**src/rtl/struct_array_change_monitor.sv**
```systemverilog
// struct_array_change_monitor: register array with per-element change events queued through a valid/ready port
// Ports:
//    clk, rst              rising-edge clock, asynchronous active-high reset
//    wr_en/wr_idx/wr_data  element write (out-of-range index ignored)
//    rd_idx/rd_data        combinational element read
//    chg_valid/chg_ready   change-event handshake, chg_idx/chg_data describe the head event
//    ev_count              events currently queued
//    overflow/clr_ovf      sticky dropped-event flag and its clear
module struct_array_change_monitor #(
   parameter int ENTRIES    = 4,
   parameter int DATA_W     = 32,
   parameter int FIFO_DEPTH = 8,
   parameter int COALESCE   = 0,
   parameter int IDX_W      = (ENTRIES > 1) ? $clog2(ENTRIES) : 1
) (
   input  logic                          clk,
   input  logic                          rst,
   input  logic                          wr_en,
   input  logic [IDX_W-1:0]              wr_idx,
   input  logic [DATA_W-1:0]             wr_data,
   input  logic [IDX_W-1:0]              rd_idx,
   output logic [DATA_W-1:0]             rd_data,
   output logic                          chg_valid,
   input  logic                          chg_ready,
   output logic [IDX_W-1:0]              chg_idx,
   output logic [DATA_W-1:0]             chg_data,
   output logic [$clog2(FIFO_DEPTH):0]   ev_count,
   output logic                          overflow,
   input  logic                          clr_ovf
);
   localparam int PW = $clog2(FIFO_DEPTH);
   localparam int CW = PW + 1;

   logic [DATA_W-1:0] mem_q [ENTRIES];
   logic [DATA_W-1:0] mem_d [ENTRIES];
   logic [IDX_W-1:0]  fq_idx_q [FIFO_DEPTH];
   logic [IDX_W-1:0]  fq_idx_d [FIFO_DEPTH];
   logic [DATA_W-1:0] fq_data_q [FIFO_DEPTH];
   logic [DATA_W-1:0] fq_data_d [FIFO_DEPTH];
   logic [PW-1:0]     rd_ptr_q, rd_ptr_d, wr_ptr_q, wr_ptr_d;
   logic [CW-1:0]     cnt_q, cnt_d;
   logic [ENTRIES-1:0] pend_q, pend_d;
   logic              ovf_q, ovf_d;
   logic              wr_ok, changed, pop, full, pend_hit, push;
   logic [IDX_W-1:0]  head_idx;

   always_comb begin
      wr_ok     = wr_en && (int'(wr_idx) < ENTRIES);
      changed   = wr_ok && (wr_data != mem_q[wr_idx]);
      head_idx  = fq_idx_q[rd_ptr_q];
      chg_valid = cnt_q != '0;
      pop       = chg_valid && chg_ready;
      full      = cnt_q == CW'(FIFO_DEPTH);
      // a pending bit being cleared by this cycle's pop no longer blocks a new push
      pend_hit  = (COALESCE != 0) && pend_q[wr_idx] && !(pop && head_idx == wr_idx);
      push      = changed && !pend_hit && (!full || pop);
      mem_d     = mem_q;
      fq_idx_d  = fq_idx_q;
      fq_data_d = fq_data_q;
      pend_d    = pend_q;
      if (wr_ok) mem_d[wr_idx] = wr_data;
      if (push) begin
         fq_idx_d[wr_ptr_q]  = wr_idx;
         fq_data_d[wr_ptr_q] = wr_data;
      end
      if (pop) pend_d[head_idx] = 1'b0;
      if (push && COALESCE != 0) pend_d[wr_idx] = 1'b1;
      wr_ptr_d  = wr_ptr_q + PW'(push);
      rd_ptr_d  = rd_ptr_q + PW'(pop);
      cnt_d     = cnt_q + CW'(push) - CW'(pop);
      ovf_d     = (changed && !pend_hit && !push) ? 1'b1 : clr_ovf ? 1'b0 : ovf_q;
      rd_data   = (int'(rd_idx) < ENTRIES) ? mem_q[rd_idx] : '0;
      chg_idx   = chg_valid ? head_idx : '0;
      chg_data  = !chg_valid ? '0 : (COALESCE != 0) ? mem_q[head_idx] : fq_data_q[rd_ptr_q];
      ev_count  = cnt_q;
      overflow  = ovf_q;
   end

   always_ff @(posedge clk or posedge rst) begin
      if (rst) begin
         for (int i = 0; i < ENTRIES; i++) mem_q[i] <= '0;
         for (int i = 0; i < FIFO_DEPTH; i++) begin
            fq_idx_q[i]  <= '0;
            fq_data_q[i] <= '0;
         end
         rd_ptr_q <= '0;
         wr_ptr_q <= '0;
         cnt_q    <= '0;
         pend_q   <= '0;
         ovf_q    <= 1'b0;
      end else begin
         mem_q     <= mem_d;
         fq_idx_q  <= fq_idx_d;
         fq_data_q <= fq_data_d;
         rd_ptr_q  <= rd_ptr_d;
         wr_ptr_q  <= wr_ptr_d;
         cnt_q     <= cnt_d;
         pend_q    <= pend_d;
         ovf_q     <= ovf_d;
      end
   end
endmodule

```
**config.mk**
```make
export PLATFORM = sky130hd
export DESIGN_NAME = struct_array_change_monitor
export DESIGN_NICKNAME = d
export VERILOG_FILES = /design/src/rtl/struct_array_change_monitor.sv
export SDC_FILE = /design/constraint.sdc
export NUM_CORES = 1
export LEC_CHECK = 0
export BUFFER_PORTS_ARGS = -buffer_cell sky130_fd_sc_hd__buf_2
export CAP_MARGIN = 25
export CORE_AREA = 5 5 257 259
export CTS_BUF_LIST = sky130_fd_sc_hd__clkbuf_8
export DETAILED_ROUTE_END_ITERATION = 10
export DIE_AREA = 0 0 262 264
export GPL_ROUTABILITY_DRIVEN = 0
export HOLD_SLACK_MARGIN = 0.06
export PLACE_DENSITY = 0.59
export SLEW_MARGIN = 20
export SYNTH_ARGS = -nofsm -noshare
export SYNTH_HDL_FRONTEND = slang
export SYNTH_SLANG_ARGS = --single-unit
```
**constraint.sdc**
```tcl
create_clock -name clk -period 14.1 [get_ports clk]
set_input_delay 0.705 -clock clk [delete_from_list [all_inputs] [get_ports clk]]
set_output_delay 0.705 -clock clk [all_outputs]
set_load 0.05 [all_outputs]
```
==> flow_summary_export.csv <==
group,metric,value,unit
pwr,power_per_cell_area,241,nW/µm²
final_layout,final_nets,1378,
synthesis,synth_top_cell_by_area,"dfrtp_1",
worst_setup_path,worstPathRequired,13.40,ns
synthesis,postSynthAreaPerCell,16.9,µm²
synthesis,synthesis.nets,1275,
floorplanning,core-area,63600,µm²
synthesis,netlist_area,20700,µm²
clock_network,clockBufferDepth,3,
global_routing,grt_pass1_wl,79800,µm
clock_network,cts_tree,"built",
synthesis,syn_inst,1223,
timing,timing.slew.headroom,34.0,%
pwr,power.total,5.64,mW
floorplanning,die_h,264,µm
timing,whs,0.282,ns
timing,tightest_slew,0.991,ns
timing,fin_crit_sh,30.8,%
floorplanning,ios,113,
outcome,outcome,"finished, final reports clean",
timing,tns,0,ns
synthesis,synthTopCellsByCount,"411 x dfrtp_1, 240 x mux2_4, 160 x mux2_2",
timing,setup_violations,0,
detailed_routing,finalWirelength,51400,µm
synthesis,yosysMostFrequentCell,"dfrtp_1",
final_layout,area_growth,13.4,%
timing,period_needed,4.35,ns
worst_setup_path,worstSetupPathType,"reg -> out",
detailed_routing,antenna_left,0,
floorplanning,die_x,262,µm
global_routing,globalRouteMet3Util,3.15,%
worst_setup_path,end_kind,"output pin",
global_routing,antenna_found_initial,1,
detailed_routing,route.detailed.drc,0,
place,port_buffers,112,
clock_network,ctsResizeCount,0,
timing,rsz0062_at_grt,"false",
synthesis,yosysUniqueCellTypes,30,
clock_network,htree_num_levels,3,
min_path,worstHoldPathType,"in -> async",
timing,final_max_slew_viol_count,0,
detailed_routing,avgViaCountPerCell,4.94,
timing,hold_viol_final,0,
global_routing,grt_max_degree,127,
run,maxCapViolations,0,
clock_network,clk_latency,0.63,ns
timing,fmax,0.230,GHz
final_layout,nFillCells,5992,
detailed_routing,vias,11000,
synthesis,yosys-top-cells-area,"dfrtp_1 50%, mux2_4 17%, mux4_2 14%",
global_routing,gr-usage-all-layers,15.0,%
final_layout,layout-drive-gt1-share,57.9,%
timing,skew,0.0221,ns
detailed_routing,drtIter0Drc,641,
detailed_routing,wl_per_cell,23.0,µm
global_routing,grt.busiest_layer,"met2",
worst_setup_path,cp_max_fo,37,
place,hpwl,31100,µm
floorplanning,initial_core_util,32.5,%
synthesis,synthArstFlopShare,100,%
clock_network,clockRootBuffer,"clkbuf_8",
synthesis,ys.flop_type,"dfrtp_1",
pwr,vdd_drop_max,0.0893,mV
pwr,p_leak,10.1,nW
clock_network,clk_pin_slew,0.07,ns
worst_setup_path,arrival,3.64,ns
worst_setup_path,cp-start-kind,"flip-flop",
clock_network,post-cts-setup-buffers,0,
clock_network,clock-sinks,411,
global_routing,grt_overflow,0,
floorplanning,dieArea,69200,µm²
synthesis,synth_edf_count,0,
synthesis,ys_ff_latch,411,
global_routing,grt_pass1_vias,12400,
global_routing,grtUsageMet1,21.1,%
synthesis,synth_top_area_share,49.8,%
clock_network,postCtsHoldBufs,0,
detailed_routing,drtPass1Iterations,4,
synthesis,ys_warn_count,0,
synthesis,yosysSeqAreaShare,49.8,%
floorplanning,rows,93,
global_routing,grt.met2_usage,23.4,%
clock_network,cts_buffers,72,
flip-flops by register name (all words and copies together), names as in the netlist:
signal	count
ev_count	4
fq_data_q	256
fq_idx_q	16
mem_q	128
overflow	1
rd_ptr_q	3
wr_ptr_q	3
logic make-up after synthesis:
logic type,after synthesis,synth area share (%)
multiplexers,566,42.2
flip-flops,411,49.8
buffers and inverters,123,3.33
AND/OR/NAND/NOR,65,1.64
XOR/XNOR,36,1.53
AO/OA/AOI/OAI,11,0.794
adder cells (fa/ha/maj),11,0.703
worst max-delay path, cell delays in order (launching register included):
cell and delay [ns]:
dfrtp_4 0.99, buf_4 0.74, mux4_2 0.59, mux2i_1 0.33, nor2_1 0.11, buf_2 0.24
worst paths after layout:
kind	to	depth (start not counted)	slack, ns	from
hold / removal	fq_data_q[74]	2	0.28	rst
hold reg to reg	fq_data_q[244]	1	0.50	fq_data_q[244]
max in group asynchronous	fq_data_q[118]	4	11.89	rst
min in group clk	overflow	3	0.42	clr_ovf
setup / recovery	chg_data[29]	5	9.75	rd_ptr_q[0]
setup reg to reg	ev_count[2]	13	10.46	mem_q[13]
area by class of cell:
class,count,area (µm²),share of cell area (%)
Tap cell,855,1070,4.57
Timing Repair Buffer,141,815,3.48
Clock buffer,98,1350,5.76
Multi-Input combinational cell,689,9710,41.5
Inverter,11,48.8,0.208
Clock inverter,24,134,0.571
Antenna cell,1,2.50,0.0107
Sequential cell,411,10300,43.9
power breakdown:
group / leakage (nW) / internal (mW) / switching, mW
combinational: 4.39 / 1.25 / 1.25
sequential: 4.91 / 1.67 / 0.343
clock: 0.818 / 0.632 / 0.491
total: 10.1 / 3.55 / 2.09
through the flow:
stage / utilization, % / std cells / area (µm²) / setup WS (ns)
2_1_floorplan: - / 1223 / 20700 / 1.96
3_3_place_gp: 34.4 / 2104 / 21900 / 9.03
3_5_place_dp: 34.4 / 2104 / 21900 / 8.93
4_1_cts: 36.7 / 2226 / 23400 / 9.60
5_1_grt: 36.8 / 2230 / 23400 / 9.49
6_report: 36.8 / 2230 / 23400 / 9.75
metal layers:
| layer | vias to the layer above | part of all wire, % |
|---|---|---|
| met4 | 0 | 2.2 |
| met2 | 207 | 47 |
| met1 | 5990 | 46 |
| met5 | - | 0 |
| met3 | 63 | 4.9 |
| li1 | 4749 | - |
layout by cell type (no fill, tap or decap), types with 2 or more instances in the layout:
cell,n
dfrtp_1,408
mux2_4,240
mux2_2,160
mux4_2,132
buf_2,112
clkbuf_8,98
nor2_1,36
mux2i_1,34
xnor2_1,33
inv_1,27
buf_4,26
nand4_1,11
ha_1,10
a21oi_4,5
nand4b_1,4
clkinvlp_4,4
nand3b_1,3
a211oi_4,3
xor2_1,3
nor4_4,2
nor3b_2,2
nor2b_1,2
nand3_1,2
clkinv_2,2
dfrtp_4,2
No activity file was read; power rests on OpenSTA's default activity.
